### src/rtl/fifo_pkg.sv
// Shared constants and helpers for the parametrised FIFO family.
package fifo_pkg;

    localparam int   DEF_WIDTH     = 8;
    localparam int   DEF_DEPTH     = 16;
    localparam logic DATAO_RST_BIT = 1'b0;

    // Occupancy and pointers carry one extra lap bit so 0..DEPTH is representable.
    function automatic int cnt_width(input int depth);
        return $clog2(depth) + 1;
    endfunction

endpackage

### src/rtl/fifo_mem.sv
// DEPTH x WIDTH storage array: synchronous write, address-selected read word.
// The output register that holds read data lives in fifo_param so it can be reset.
module fifo_mem #(
    parameter int WIDTH = 8,
    parameter int DEPTH = 16
) (
    input  logic                     clk,
    input  logic                     wr_en,
    input  logic [$clog2(DEPTH)-1:0] wr_addr,
    input  logic [WIDTH-1:0]         wr_data,
    input  logic [$clog2(DEPTH)-1:0] rd_addr,
    output logic [WIDTH-1:0]         rd_data
);

    logic [WIDTH-1:0] mem_q [DEPTH];

    always_ff @(posedge clk) begin
        if (wr_en) begin
            mem_q[wr_addr] <= wr_data;
        end
    end

    assign rd_data = mem_q[rd_addr];

endmodule

### src/rtl/fifo_param.sv
// Parametrised synchronous FIFO with exact occupancy count and threshold flags.
// Sticky overflow/underflow flags are built only when FIFO_ERR_FLAGS_EN is defined.
module fifo_param
    import fifo_pkg::*;
#(
    parameter int WIDTH    = DEF_WIDTH,
    parameter int DEPTH    = DEF_DEPTH,
    parameter int AF_LEVEL = DEPTH - 2,
    parameter int AE_LEVEL = 2
) (
    input  logic                          clk,
    input  logic                          res,
    input  logic                          wr,
    input  logic [WIDTH-1:0]              datain,
    input  logic                          rd,
    output logic [WIDTH-1:0]              datao,
    output logic                          full,
    output logic                          empty,
    output logic                          almost_full,
    output logic                          almost_empty,
    output logic [cnt_width(DEPTH)-1:0]   count,
    input  logic                          err_clr,
    output logic                          overflow,
    output logic                          underflow
);

    localparam int ADDR_W = $clog2(DEPTH);
    localparam int CNT_W  = cnt_width(DEPTH);

    logic [CNT_W-1:0] wr_ptr_q, wr_ptr_d;
    logic [CNT_W-1:0] rd_ptr_q, rd_ptr_d;
    logic [CNT_W-1:0] count_q, count_d;
    logic [WIDTH-1:0] datao_q, datao_d;
    logic [WIDTH-1:0] rd_data;
    logic             wr_acc;
    logic             rd_acc;

    assign full         = (count_q == CNT_W'(DEPTH));
    assign empty        = (count_q == '0);
    assign almost_full  = (count_q >= CNT_W'(AF_LEVEL));
    assign almost_empty = (count_q <= CNT_W'(AE_LEVEL));
    assign count        = count_q;
    assign datao        = datao_q;

    always_comb begin
        wr_acc   = wr & ~full;
        rd_acc   = rd & ~empty;
        wr_ptr_d = wr_ptr_q + CNT_W'(wr_acc);
        rd_ptr_d = rd_ptr_q + CNT_W'(rd_acc);
        // Modulo subtraction across the lap bit gives occupancy directly.
        count_d  = wr_ptr_d - rd_ptr_d;
        datao_d  = rd_acc ? rd_data : datao_q;
    end

    always_ff @(posedge clk or negedge res) begin
        if (!res) begin
            wr_ptr_q <= '0;
            rd_ptr_q <= '0;
            count_q  <= '0;
            datao_q  <= {WIDTH{DATAO_RST_BIT}};
        end else begin
            wr_ptr_q <= wr_ptr_d;
            rd_ptr_q <= rd_ptr_d;
            count_q  <= count_d;
            datao_q  <= datao_d;
        end
    end

    fifo_mem #(
        .WIDTH (WIDTH),
        .DEPTH (DEPTH)
    ) u_mem (
        .clk     (clk),
        .wr_en   (wr_acc),
        .wr_addr (wr_ptr_q[ADDR_W-1:0]),
        .wr_data (datain),
        .rd_addr (rd_ptr_q[ADDR_W-1:0]),
        .rd_data (rd_data)
    );

`ifdef FIFO_ERR_FLAGS_EN
    logic ovf_q, ovf_d;
    logic unf_q, unf_d;

    // A new error in the clearing cycle takes priority over err_clr.
    always_comb begin
        ovf_d = ovf_q & ~err_clr;
        unf_d = unf_q & ~err_clr;
        if (wr && full) begin
            ovf_d = 1'b1;
        end
        if (rd && empty) begin
            unf_d = 1'b1;
        end
    end

    always_ff @(posedge clk or negedge res) begin
        if (!res) begin
            ovf_q <= 1'b0;
            unf_q <= 1'b0;
        end else begin
            ovf_q <= ovf_d;
            unf_q <= unf_d;
        end
    end

    assign overflow  = ovf_q;
    assign underflow = unf_q;
`else
    logic unused_err_clr;
    assign unused_err_clr = err_clr;
    assign overflow       = 1'b0;
    assign underflow      = 1'b0;
`endif

endmodule

### config.mk
export PLATFORM = sky130hd
export DESIGN_NAME = fifo_param
export DESIGN_NICKNAME = d
export VERILOG_FILES = /design/src/rtl/fifo_pkg.sv /design/src/rtl/fifo_mem.sv /design/src/rtl/fifo_param.sv
export SDC_FILE = /design/constraint.sdc
export NUM_CORES = 1
export LEC_CHECK = 0
export ABC_CLOCK_PERIOD_IN_PS = 7300
export BUFFER_PORTS_ARGS = -buffer_cell sky130_fd_sc_hd__buf_2
export CORE_MARGIN = 4
export CORE_UTILIZATION = 40
export DETAILED_ROUTE_END_ITERATION = 16
export PLACE_DENSITY_LB_ADDON = 0.25
export SYNTH_ARGS = -nofsm -noshare
export SYNTH_HDL_FRONTEND = slang
export SYNTH_HIERARCHICAL = 1
export SYNTH_SLANG_ARGS = --single-unit
### constraint.sdc
create_clock -name clk -period 7.3 [get_ports clk]
set_clock_uncertainty 0.1 [all_clocks]
set_input_delay 0.73 -clock clk [delete_from_list [all_inputs] [get_ports clk]]
set_output_delay 0.73 -clock clk [all_outputs]
set_load 0.01 [all_outputs]
# --- Word level (Yosys, flattened, before mapping) ---
# Memories as Yosys holds them, arrays and structs flattened. A register that Yosys moved wholly into a read port is not among the register bits.
# Index checks and enable logic that the tools add are counted.
word_totals:
  output_inout_bits: 19
  mem_bits_rw: 128
  regBits: 15
  romBits: 0
  word_cells: 18
  n_memories: 1
  latchBits: 0
  input_bits: 13
op_classes:
  muxes: 2
  div: 0
  shifts: 0
  n_bitwise: 4
  n_mul: 0
  n_addsub: 3
  reduce_logical: 2
  order_cmp: 2
  n_eq_ne: 1
memory_table:
  columns: ["name", "words", "word_bits", "read_ports", "rd_ports_with_merged_regs", "write_ports", "line", "source"]
  rows:
  - ["u_mem.mem_q", 16, 8, 1, 1, 1, "fifo_mem.sv:15", "logic [WIDTH-1:0] mem_q [DEPTH];"]
ops:
  columns: ["operator", "count"]
  rows:
  - ["5-bit by 1-bit adder with 5-bit output", 2]
  - ["5-bit equality test, second input constant", 1]
  - ["5-bit by 4-bit >= comparator with 1-bit output, second input constant", 1]
  - ["5-bit by 2-bit less-or-equal comparator with 1-bit output, second input constant", 1]
  - ["5-bit logical NOT", 1]
  - ["5-bit subtractor", 1]
  - ["1-bit AND", 2]
  - ["1-bit two-way mux", 2]
  - ["1-bit inverter", 2]
  - ["1-bit logical NOT", 1]

# --- Longest topological paths before layout ---
# Gate-level depths: netlist of run 1.
logic_depth:
  depth_word: 5
  ltp_mapped: 13
  depth_no_buf: 12

# --- By module ---
# Netlist of run 1, hierarchy kept.
modules_own_cells:
  columns: ["mod", "n_inst", "cells_each", "area_each_um2"]
  rows:
  - ["fifo_mem", 1, 221, 4987.3]
  - ["fifo_param", 1, 80, 1104.8]

# --- Worst setup path after synthesis of run 1 ---
# OpenSTA, ideal clock, no wires.
synth_timing:
  kind: "flip-flop to flip-flop"
  startpoint: "register count_q[4] (netlist: count[4])"
  endpoint: "register count_q[4] (netlist: count[4])"
  setup_time_ps: 135
  path_buffers: 1
  arrival_ps: 2748
  setup_slack_ps: 4316
  t_required_ps: 7065
  stages_incl_launch_ff: 14
  synth_period_minus_slack_ps: 2984
  cell_sequence: "dfrtp_1 > or3_4 > nor3_4 > nand2b_4 > buf_12 > inv_1 > ha_1 > ha_1 > xor2_1 > inv_1 > ha_1 > a21o_1 > a21oi_1 > xor3_1"
synth_via:
  elab_chain_len: 5
synth_lines:
  columns: ["item", "line", "source"]
  rows:
  - ["start: declaration", "fifo_param.sv:32", "logic [CNT_W-1:0] count_q, count_d;"]
  - ["start signal: assignment", "fifo_param.sv:64", "count_q <= count_d;"]
  - ["5-bit logical NOT", "fifo_param.sv:39", "assign empty = (count_q == '0);"]
  - ["named net empty", "fifo_param.sv:18", "output logic empty,"]
  - ["1-bit inverter", "fifo_param.sv:47", "rd_acc = rd & ~empty;"]
  - ["1-bit AND", "fifo_param.sv:47", null]
  - ["named net rd_acc", "fifo_param.sv:36", "logic rd_acc;"]
  - ["5-bit by 1-bit adder with 5-bit output", "fifo_param.sv:49", "rd_ptr_d = rd_ptr_q + CNT_W'(rd_acc);"]
  - ["named net rd_ptr_d[2]", "fifo_param.sv:31", "logic [CNT_W-1:0] rd_ptr_q, rd_ptr_d;"]
  - ["5-bit subtractor", "fifo_param.sv:51", "count_d = wr_ptr_d - rd_ptr_d;"]
  - ["named net count_d[4]", "fifo_param.sv:32", null]
# The timed path passes the listed nets, and every way through them passes these cells.

# --- Worst setup path in the final report of run 1 ---
layout_timing:
  startpoint: "register count_q[4] (netlist: count[4])"
  endpoint: "register count_q[4] (netlist: count[4])"
layout_via:
  elab_chain_len: 5
layout_lines:
  columns: ["item", "line"]
  rows:
  - ["5-bit logical NOT", "fifo_param.sv:39"]
  - ["1-bit inverter", "fifo_param.sv:47"]
  - ["1-bit AND", "fifo_param.sv:47"]
  - ["named net rd_acc", "fifo_param.sv:36"]
  - ["5-bit by 1-bit adder with 5-bit output", "fifo_param.sv:49"]
  - ["named net rd_ptr_d[2]", "fifo_param.sv:31"]
  - ["5-bit subtractor", "fifo_param.sv:51"]
  - ["named net count_d[4]", "fifo_param.sv:32"]
# The timed path passes the listed nets, and every way through them passes these cells.

==> results of run 1 <==
## final cells by class
type / count / area (um^2) / share of cell area [%]
Clock inverter: 5 / 46.3 / 0.670
Multi-Input combinational cell: 128 / 1520 / 22.0
Clock buffer: 27 / 493 / 7.13
Inverter: 10 / 37.5 / 0.543
Timing Repair Buffer: 31 / 163 / 2.35
Sequential cell: 151 / 4420 / 64.0
Tap cell: 184 / 230 / 3.33
## critical path: cells and delay by family (launching register included)
kind,cells,cell delay [ns]
simple gates,3,0.80
fa+ha+maj,3,0.74
xor+xnor,2,0.44
flops,1,0.40
compound gates,2,0.36
buf+inv,2,0.14
## layer usage
layer  up-vias  global-route usage [%]
met1      1501                    19.3
met5         -                       0
met4         0                    4.55
met3        13                    4.01
met2        51                    21.3
li1       1286                       -
## metrics by stage
step,power (mW),cells
after CTS,2.89,536
after detailed placement,2.09,504
after floorplan,1.86,302
after global routing,3.02,536
after global placement,2.07,504
final,2.85,536
## power groups by stage
| stage | logic [mW] | registers (mW) | clock network (mW) |
|---|---|---|---|
| 3_5_place_dp | 0.803 | 1.28 | 0 |
| 2_1_floorplan | 0.672 | 1.19 | 0 |
| 5_1_grt | 0.875 | 1.29 | 0.857 |
| 6_report | 0.797 | 1.26 | 0.795 |
| 4_1_cts | 0.808 | 1.27 | 0.815 |
| 3_3_place_gp | 0.793 | 1.28 | 0 |
## cells in the mapped netlist
library cell     instances  area, um^2
buf_4                    3        22.5
xor3_1                   1        23.8
nand3_1                  5        25.0
mux4_2                  18         405
ha_1                     8         100
a21oi_1                  3        15.0
xnor2_1                  5        43.8
fa_1                     1        20.0
mux4_1                  14         368
clkdlybuf4s25_2          3        30.0
nand2_1                 10        37.5
buf_6                    3        33.8
buf_2                    3        15.0
nand2b_1                 2        12.5
nand3b_1                 2        15.0
mux2_4                   8         120
inv_1                   10        37.5
a31o_2                   1        8.76
and2b_1                  1        7.51
buf_12                   1        20.0
edfxtp_1               128        3840
xor2_1                   3        26.3
nor3_4                   1        16.3
nor3_1                   5        25.0
a21o_1                   2        15.0
and2_1                   1        6.26
nand2b_4                 1        13.8
conb_1                   1        3.75
nor2_1                  14        52.6
a22oi_1                 16         120
nor2b_1                  2        12.5
dfrtp_1                 23         576
or3b_2                   1        8.76
or3_4                    1        11.3
## sequential cells by signal, summed over array words and instances (netlist names)
name and count:
datao 8, u_mem/mem_q 128, count 5, rd_ptr_q 5
wr_ptr_q 5
## how the worst min path moves through the flow
stage	from	endpoint	cells past startpoint
2_1_floorplan	res	count[0]	0
3_3_place_gp	wr_ptr_q[4]	wr_ptr_q[4]	1
3_5_place_dp	wr_ptr_q[4]	wr_ptr_q[4]	1
4_1_cts	res	wr_ptr_q[4]	1
5_1_grt	res	wr_ptr_q[1]	1
6_report	res	wr_ptr_q[4]	1
## kinds of logic after synthesis
family | count (synthesis) | synth area share [%]
AOI/OAI and AO/OA | 22 | 2.61
and+or+nand+nor | 46 | 4.00
other | 1 | 0.0616
DFF | 151 | 72.5
buffers and inverters | 23 | 2.61
xor gates and xnor gates | 9 | 1.54
adders and majority gates | 9 | 1.97
muxes | 40 | 14.7
==> metrics.cfg, run 1 <==
[outcome]
status = finished, final reports clean

[cts]
cts_setup_buffers = 0
clock_sinks = 151
cts_resized = 0
path_clk_slew_ns = 0.06
cts_tree = done
cts_made_buffers = 17
ctsHoldBuffers = 0
clkLatencyLatePin_ns = 0.41
clockBufferDepth = 2
htreeDepth = 4
root_buffer = clkbuf_16

[synthesis]
ys_seq_elements = 151
ys_types = 34
syn_area_um2 = 6090
yosysWarnings = 6
synthCells = 301
ys_seq_area_share_pct = 72.5
syn_area_per_cell_um2 = 20.2

[power_and_ir_drop]
clockPowerShare_pct = 27.9
pwr-share-seq_pct = 44.1
power_switching_mw = 0.842
power_leakage_nw = 2.47
pwr-share-comb_pct = 28.0
internal_power_mw = 2.01
ir_drop_uv = 173
p_per_area_nw_per_um2 = 412
switching_share_pct = 29.6

[setup_path]
path_class = register to register
startpoint = count[4]
cpMostUsedCell = ha_1
end_kind = register
critPathMaxFanout = 9
critPathMaxStageDelay_ns = 0.41
r2r_end = count[4]
worst-endpoint-arrival_ns = 3.28
crit_end = count[4]
cp_cell_sequence = or3_4 -> nor3_4 -> nand2b_4 -> inv_1 -> ha_1 -> ha_1 -> xor2_1 -> inv_1 -> ha_1 -> a21o_1 -> a21oi_1 -> xor3_1
required_ns = 7.48
critPathSlowestCell = or3_4
rrSetupSlack_ns = 4.20
r2r_start = count[4]
start_kind = register
reg2regPathDepth = 12

[routing]
via_per_inst = 5.32
dr_wl_met3_um = 453
dr_total_vias = 2851
wl_met1_um = 5240
met2_length_um = 5430
wirelength_um = 11300
routedWlPerCell_um = 21.0
drt_iter0_drc = 228
drt_pass1_iterations = 4
postRouteAntennaNets = 0
drc = 0
maxUsedRoutingLayer = met4

[timing]
max_freq_ghz = 0.323
setup-tns-final_ns = 0
min_period_ns = 3.10
timing.hold.ws_ns = 0.214
layout_worst_path_cycle_share_pct = 42.4
max_slew_margin_pct = 30.0
hold_violations = 0
slew_viol_final = 0
rsz0062_at_grt = no
worstMarginPinSlew_ns = 1.05
finalSetupViolations = 0
layout_setup_ws_ns = 4.20

[global_route]
grt_pass1_wl_um = 17700
grt_max_degree = 35
grt_overflow = 0
track_usage_pct = 13.9
antenna_found_initial = 0
grt_pass1_vias = 2961

[placement]
gp_congestion = 0.725
placed_area_um2 = 6370
place_hpwl_um = 6840
portBuffers = 28
place_ws_ns = 4.22

[cells_and_area]
layout_commonest_cell = edfxtp_1
final_cell_mix = 128 x edfxtp_1, 28 x buf_2, 21 x dfrtp_1, 18 x mux4_2, 17 x clkbuf_16
fill_cells = 1217
drive_above_1_share_pct = 24.7
fin_util_pct = 47.0
syn_to_final_growth_pct = 13.5
final_area_um2 = 6910
diodes = 0
layout.nets = 361

[die]
die_h_um = 131
rows = 44
core_um2 = 14700
die_area_um2 = 17300
die_x_um = 131
ioPinCount = 32
initial_core_util_pct = 41.4

[flow_run]
drv_cap = 0

[min_path]
worst_hold_path_type = primary input to async pin

Note: power is estimated with default switching activity, not from simulation.
==> run 2: changes to the inputs <==
--- a/config.mk
+++ b/config.mk
@@ -5,7 +5,8 @@
 export SDC_FILE = /design/constraint.sdc
 export NUM_CORES = 1
 export LEC_CHECK = 0
-export ABC_CLOCK_PERIOD_IN_PS = 7300
+export ABC_AREA = 1
+export ABC_CLOCK_PERIOD_IN_PS = 2750
 export BUFFER_PORTS_ARGS = -buffer_cell sky130_fd_sc_hd__buf_2
 export CORE_MARGIN = 4
 export CORE_UTILIZATION = 40
==> constraint.sdc (replaced) <==
create_clock -name clk -period 2.75 [get_ports clk]
set_clock_uncertainty 0.1 [all_clocks]
set_input_delay 0.275 -clock clk [delete_from_list [all_inputs] [get_ports clk]]
set_output_delay 0.275 -clock clk [all_outputs]
set_load 0.01 [all_outputs]
==> run 2 against run 1 <==
Maximum frequency increased by 19%. Sequential cell count stayed put. Cell count up 75%. Synthesized cell count rose by 120%. Clock power increased to 3.6 times the previous value. Worst setup slack worse by 4.1 ns. Global-route usage is 2.6 points higher. Utilization increased by 0.75 points. Register-to-register slack got worse by 4.1 ns. Via count increased by 56%. Wire length rose by 32%. Combinational power rose to 3.8 times the previous value. Critical path type unchanged. Largest power group unchanged.
==> metrics.cfg, run 2 <==
[cells_and_area]
final_cell_mix = 204 x nand2_1, 128 x edfxtp_1, 114 x inv_1, 104 x nand3_1, 28 x buf_2  ; was 128 x edfxtp_1, 28 x buf_2, 21 x dfrtp_1, 18 x mux4_2, 17 x clkbuf_16
syn_to_final_growth_pct = 17.5  ; was 13.5%
largest_register = u_mem/mem_q  ; unchanged
largest_reg_flops = 128  ; unchanged
final_area_um2 = 7900  ; was 6910 um^2
final_cells = 936  ; was 536
layout_commonest_cell = nand2_1  ; was edfxtp_1
fin_util_pct = 47.8  ; was 47.0%
layout.nets = 724  ; was 361
drive_above_1_share_pct = 13.8  ; was 24.7%

[routing]
wirelength_um = 14900  ; was 11300 um
met2_length_um = 7330  ; was 5430 um
maxUsedRoutingLayer = met4  ; unchanged
wl_met1_um = 6490  ; was 5240 um
dr_wl_met3_um = 770  ; was 453 um
drt_iter0_drc = 314  ; was 228
drc = 0  ; unchanged
drt_pass1_iterations = 5  ; was 4
dr_total_vias = 4448  ; was 2851
postRouteAntennaNets = 0  ; unchanged
via_per_inst = 4.75  ; was 5.32
routedWlPerCell_um = 15.9  ; was 21.0 um

[synthesis]
syn_area_um2 = 6720  ; was 6090 um^2
synthFlopType = edfxtp_1  ; unchanged
synth_common_cells = 204 x nand2_1, 128 x edfxtp_1, 115 x inv_1  ; was 128 x edfxtp_1, 23 x dfrtp_1, 18 x mux4_2
yosysWarnings = 6  ; unchanged
synthArstFlopShare_pct = 15.2  ; unchanged
yosysMostFrequentCell = nand2_1  ; was edfxtp_1
yosysTopAreaCellShare_pct = 57.2  ; was 63.1%
synth_area_leaders = edfxtp_1 57%, nand2_1 11%, dfrtp_1 8.6%  ; was edfxtp_1 63%, dfrtp_1 9.4%, mux4_2 6.7%
ys_seq_area_share_pct = 65.8  ; was 72.5%
synth_enable_flop_cells = 128  ; unchanged
ys_types = 28  ; was 34
synthCells = 657  ; was 301
syn_area_per_cell_um2 = 10.2  ; was 20.2 um^2
ys_seq_elements = 151  ; unchanged
synth_top_area_cell = edfxtp_1  ; unchanged

[timing]
finalSetupViolations = 0  ; unchanged
hold_violations = 0  ; unchanged
max_freq_ghz = 0.384  ; was 0.323 GHz
min_period_ns = 2.60  ; was 3.10 ns
slew_viol_final = 0  ; unchanged
max_slew_margin_pct = 50.3  ; was 30.0%
timing.hold.ws_ns = 0.0697  ; was 0.214 ns
setup-tns-final_ns = 0  ; unchanged
layout_worst_path_cycle_share_pct = 94.6  ; was 42.4%
layout_setup_ws_ns = 0.148  ; was 4.20 ns
worstMarginPinSlew_ns = 0.743  ; was 1.05 ns

[global_route]
antenna_found_initial = 0  ; unchanged
grt_overflow = 0  ; unchanged
grt_max_degree = 35  ; unchanged
grt_pass1_vias = 4195  ; was 2961
grt_pass1_wl_um = 22700  ; was 17700 um
track_usage_pct = 16.5  ; was 13.9%

[power_and_ir_drop]
ir_drop_uv = 559  ; was 173 uV
power_leakage_nw = 3.55  ; was 2.47 nW
p_per_area_nw_per_um2 = 1150  ; was 412 nW/um^2
total_power_mw = 9.06  ; was 2.85 mW

[setup_path]
critPathMaxStageDelay_ns = 0.42  ; was 0.41 ns
end_kind = register  ; unchanged
r2r_start = count[2]  ; was count[4]
cp_num_buf_inv = 4  ; was 2
start_kind = register  ; unchanged
path_class = register to register  ; unchanged
path_delay_family = adder cells  ; was simple AND/OR/NAND/NOR gates
worst-endpoint-arrival_ns = 2.81  ; was 3.28 ns
cp_cell_sequence = nor2_2 -> nand4_2 -> nand2_4 -> inv_4 -> ha_1 -> ha_1 -> xor2_1 -> inv_1 -> ha_1 -> inv_1 -> o21bai_1 -> a21oi_2 -> inv_1 -> nand2_1 -> nand2_1  ; was or3_4 -> nor3_4 -> nand2b_4 -> inv_1 -> ha_1 -> ha_1 -> xor2_1 -> inv_1 -> ha_1 -> a21o_1 -> a21oi_1 -> xor3_1
critPathSlowestCell = dfrtp_1  ; was or3_4
required_ns = 2.96  ; was 7.48 ns
critPathMaxFanout = 9  ; unchanged
rrSetupSlack_ns = 0.15  ; was 4.20 ns
startpoint = count[2]  ; was count[4]

[cts]
clock_sinks = 151  ; unchanged
path_clk_slew_ns = 0.06  ; about the same
cts_made_buffers = 17  ; unchanged
clockBufferDepth = 2  ; unchanged
htreeDepth = 4  ; unchanged
cts_tree = done  ; unchanged
clkLatencyLatePin_ns = 0.42  ; was 0.41 ns
root_buffer = clkbuf_16  ; unchanged

[outcome]
status = finished, final reports clean  ; unchanged

[placement]
gp_congestion = 0.787  ; was 0.725
placed_area_um2 = 7100  ; was 6370 um^2
place_ws_ns = -0.0239  ; was 4.22 ns
place_hpwl_um = 9410  ; was 6840 um
portBuffers = 28  ; unchanged
dpl.cell_count = 898  ; was 504

[min_path]
worst_hold_path_type = primary input to register  ; was primary input to async pin
min_from = rd

[die]
initial_core_util_pct = 40.7  ; was 41.4%
rows = 47  ; was 44
die_h_um = 138  ; was 131 um
ioPinCount = 32  ; unchanged
die_area_um2 = 18900  ; was 17300 um^2
die_x_um = 138  ; was 131 um
core_um2 = 16500  ; was 14700 um^2

[flow_run]
drv_cap = 0  ; unchanged

## run 2: final cells by class
class                      instances  area [um^2]
fill                            1485         8630
sequential                       151         4420
multi-input combinational        361         1690
inverter                         120          453
clock buffer                      19          433
timing repair buffer              51          328
clock inverter                    13          299
tap                              220          275
antenna                            1         2.50
## run 2: final timing paths
| path | cells after the start | to |
|---|---|---|
| min in group asynchronous | 2 | datao[0] |
| max in group asynchronous | 2 | rd_ptr_q[0] |
| max reg2reg | 15 | count[4] |
| min | 4 | datao[5] |
| min reg2reg | 2 | datao[2] |
| max | 15 | count[4] |
## run 2: tightest hold or removal path, cell delays in order
cell and delay (ns):
buf_2 0.10, nand2_4 0.07, nand2_1 0.06, nand2_1 0.04
## run 2: power breakdown
| part | switching, mW | internal, mW |
|---|---|---|
| Sequential | 0.257 | 2.89 |
| Combinational | 2.02 | 1.04 |
| Clock | 0.888 | 1.98 |
## run 2: what timing repair did
action,in CTS,in global routing
gates resized for setup,1,5
pin swaps,0,2
setup endpoints to repair,1,2
buffers inserted,0,4
hold buffers,1,0
endpoints found under the hold margin,23,0
## run 2: cell families after synthesis
family | count (synthesis) | share of synthesized area [%]
AND/OR/NAND/NOR | 338 | 21.6
flip-flops | 151 | 65.8
XOR/XNOR | 6 | 0.782
AO/OA/AOI/OAI | 6 | 0.522
adder cells (fa/ha/maj) | 9 | 1.79
other | 1 | 0.0558
buffers and inverters | 146 | 9.44
## run 2: per-layer routing
metal / global-route usage, % / vias up
li1: - / 2203
met1: 21.1 / 2128
met2: 26.4 / 93
met3: 4.27 / 24
met4: 7.26 / 0
met5: 0 / -
==> run 3: changes to the inputs <==
--- a/config.mk
+++ b/config.mk
@@ -9,10 +9,11 @@
 export ABC_CLOCK_PERIOD_IN_PS = 2750
 export BUFFER_PORTS_ARGS = -buffer_cell sky130_fd_sc_hd__buf_2
 export CORE_MARGIN = 4
-export CORE_UTILIZATION = 40
+export CORE_UTILIZATION = 35
 export DETAILED_ROUTE_END_ITERATION = 16
 export PLACE_DENSITY_LB_ADDON = 0.25
 export SYNTH_ARGS = -nofsm -noshare
 export SYNTH_HDL_FRONTEND = slang
 export SYNTH_HIERARCHICAL = 1
 export SYNTH_SLANG_ARGS = --single-unit
+export TNS_END_PERCENT = 1
==> run 3 against run 2 <==
Worst setup slack improved by 0.046 ns. Sequential share of layout area increased by 0.92 points. Clock power down 19%. Cell count rose by 1.1%. Largest power group unchanged. Power down 6.3%. Wire length fell by 1.1%. Maximum frequency rose by 1.8%. Critical path depth decreased by 1. Hold slack better by 0.013 ns. Final area shrank 1.6%. Count of clock-buffer cells in the layout rose by 7.
==> metrics.cfg, run 3 (same netlist as run 2, synthesis figures left out) <==
[routing]
dr_total_vias = 4402  ; was 4448
drt_iter0_drc = 284  ; was 314
postRouteAntennaNets = 0  ; unchanged
drt_pass1_iterations = 4  ; was 5
via_per_inst = 4.65  ; was 4.75
wirelength_um = 14700  ; was 14900 um
routedWlPerCell_um = 15.6  ; was 15.9 um
drc = 0  ; unchanged

[timing]
finalSetupViolations = 0  ; unchanged
rsz0062_at_grt = no
hold_violations = 0  ; unchanged
min_period_ns = 2.56  ; was 2.60 ns
max_slew_margin_pct = 45.4  ; was 50.3%
layout_worst_path_cycle_share_pct = 92.9  ; was 94.6%
slew_viol_final = 0  ; unchanged
setup-tns-final_ns = 0  ; unchanged
max_freq_ghz = 0.391  ; was 0.384 GHz
layout_setup_ws_ns = 0.195  ; was 0.148 ns
worstMarginPinSlew_ns = 0.816  ; was 0.743 ns

[global_route]
grt_overflow = 0  ; unchanged
grt_pass1_wl_um = 23600  ; was 22700 um
track_usage_pct = 14.4  ; was 16.5%
antenna_found_initial = 0  ; unchanged
grt_max_degree = 66  ; was 35
grt_pass1_vias = 4438  ; was 4195

[cells_and_area]
largest_reg_flops = 128  ; unchanged
largest_register = u_mem/mem_q  ; unchanged
layout_commonest_cell = nand2_1  ; unchanged
fill_cells = 1827  ; was 1485
drive_above_1_share_pct = 13.3  ; was 13.8%
final_cell_mix = 204 x nand2_1, 128 x edfxtp_1, 114 x inv_1, 104 x nand3_1, 28 x buf_2  ; unchanged
diodes = 0  ; was 1
layout.nets = 721  ; was 724
syn_to_final_growth_pct = 15.6  ; was 17.5%
fin_util_pct = 41.4  ; was 47.8%

[die]
rows = 50  ; was 47
die_x_um = 147  ; was 138 um
core_um2 = 18800  ; was 16500 um^2
die_area_um2 = 21500  ; was 18900 um^2
ioPinCount = 32  ; unchanged
initial_core_util_pct = 35.8  ; was 40.7%
die_h_um = 147  ; was 138 um

[placement]
place_hpwl_um = 9360  ; was 9410 um
place_ws_ns = 0.0470  ; was -0.0239 ns
portBuffers = 28  ; unchanged
gp_congestion = 0.816  ; was 0.787

[setup_path]
path_delay_family = adder cells  ; unchanged
cp_cell_sequence = nor2_2 -> nand3_1 -> o21ai_2 -> inv_2 -> ha_1 -> ha_1 -> xor2_1 -> ha_1 -> inv_1 -> o21bai_1 -> a21oi_2 -> inv_1 -> nand2_1 -> nand2_1  ; was nor2_2 -> nand4_2 -> nand2_4 -> inv_4 -> ha_1 -> ha_1 -> xor2_1 -> inv_1 -> ha_1 -> inv_1 -> o21bai_1 -> a21oi_2 -> inv_1 -> nand2_1 -> nand2_1
worst-endpoint-arrival_ns = 2.76  ; was 2.81 ns
end_kind = register  ; unchanged
start_kind = register  ; unchanged
required_ns = 2.96  ; about the same
cp_num_buf_inv = 3  ; was 4
crit_cells = 14  ; was 15
critPathMaxFanout = 5  ; was 9
reg2regPathDepth = 14  ; was 15
cpMostUsedCell = ha_1
path_class = register to register  ; unchanged
critPathSlowestCell = dfrtp_1  ; unchanged
critPathMaxStageDelay_ns = 0.42  ; about the same

[flow_run]
drv_cap = 0  ; unchanged

[outcome]
status = finished, final reports clean  ; unchanged

[cts]
htreeDepth = 4  ; unchanged
clkLatencyLatePin_ns = 0.42  ; about the same
cts_tree = done  ; unchanged
cts_made_buffers = 17  ; unchanged
root_buffer = clkbuf_16  ; unchanged
clock_sinks = 151  ; unchanged
path_clk_slew_ns = 0.06  ; about the same
clockBufferDepth = 2  ; unchanged

[power_and_ir_drop]
internal_power_mw = 5.37  ; was 5.90 mW
pwr-share-seq_pct = 36.7  ; was 34.7%
clockPowerShare_pct = 27.4  ; was 31.6%
power_switching_mw = 3.12  ; was 3.16 mW
switching_share_pct = 36.8  ; was 34.9%
pwr-share-comb_pct = 35.9  ; was 33.7%
p_per_area_nw_per_um2 = 1090  ; was 1150 nW/um^2
power_leakage_nw = 3.49  ; was 3.55 nW
ir_drop_uv = 469  ; was 559 uV

[min_path]
worst_hold_path_type = primary input to register  ; unchanged
worst_hold_path.num_cells = 4  ; unchanged

run 3: power by group through the flow:
stage / logic (mW) / registers, mW / clock network [mW]
after floorplan: 2.14 / 3.14 / 0
after global placement: 2.96 / 3.15 / 0
after detailed placement: 3.02 / 3.16 / 0
after CTS: 3.03 / 3.12 / 2.38
after global routing: 3.45 / 3.16 / 2.47
final: 3.05 / 3.11 / 2.32
run 3: timing repair:
item / CTS / global route
hold endpoints to repair: 23 / 0
endpoints found under the setup margin: 0 / 2
hold buffers: 1 / 0
buffers inserted: 0 / 4
resized for setup: 0 / 5
run 3: cell type report:
| class | count | area [um^2] | share of cell area (%) |
|---|---|---|---|
| Inverter | 120 | 453 | 5.83 |
| Clock buffer | 26 | 586 | 7.54 |
| Timing Repair Buffer | 48 | 305 | 3.93 |
| Tap cell | 234 | 293 | 3.77 |
| Multi-Input combinational cell | 361 | 1680 | 21.7 |
| Sequential cell | 151 | 4420 | 56.9 |
| Clock inverter | 6 | 28.8 | 0.370 |
run 3: tightest hold or removal path, stage by stage:
cell and delay, ns:
buf_2 0.10, nand2_4 0.07, nand2_1 0.07, nand2_1 0.04
run 3: stage by stage:
stage / cells / cell area (um^2) / hold WS [ns] / power [mW]
after CTS: 942 / 7720 / 0.0837 / 8.53
after global routing: 946 / 7770 / 0.0843 / 9.07
after detailed placement: 909 / 7100 / 0.177 / 6.18
after global placement: 909 / 7100 / 0.168 / 6.11
after floorplan: 658 / 6720 / -0.121 / 5.28
final: 946 / 7770 / 0.0826 / 8.49
run 3: path summary, 6_finish.rpt:
path                          endpoint  slack (ns)  startpoint
setup / recovery              count[4]        0.19    count[2]
hold / removal                datao[6]        0.08          rd
setup reg to reg              count[4]        0.19    count[2]
hold reg to reg               datao[0]        0.38    datao[0]
max in group asynchronous  rd_ptr_q[0]        1.88         res
min in group asynchronous     datao[1]        0.27         res
run 3: metal layers:
layer	vias to the layer above	part of all wire [%]	track usage (%)
met3	15	5.4	2.95
met2	83	51	25.0
li1	2187	-	-
met1	2117	43	17.6
met5	-	0	0
met4	0	1.1	5.64
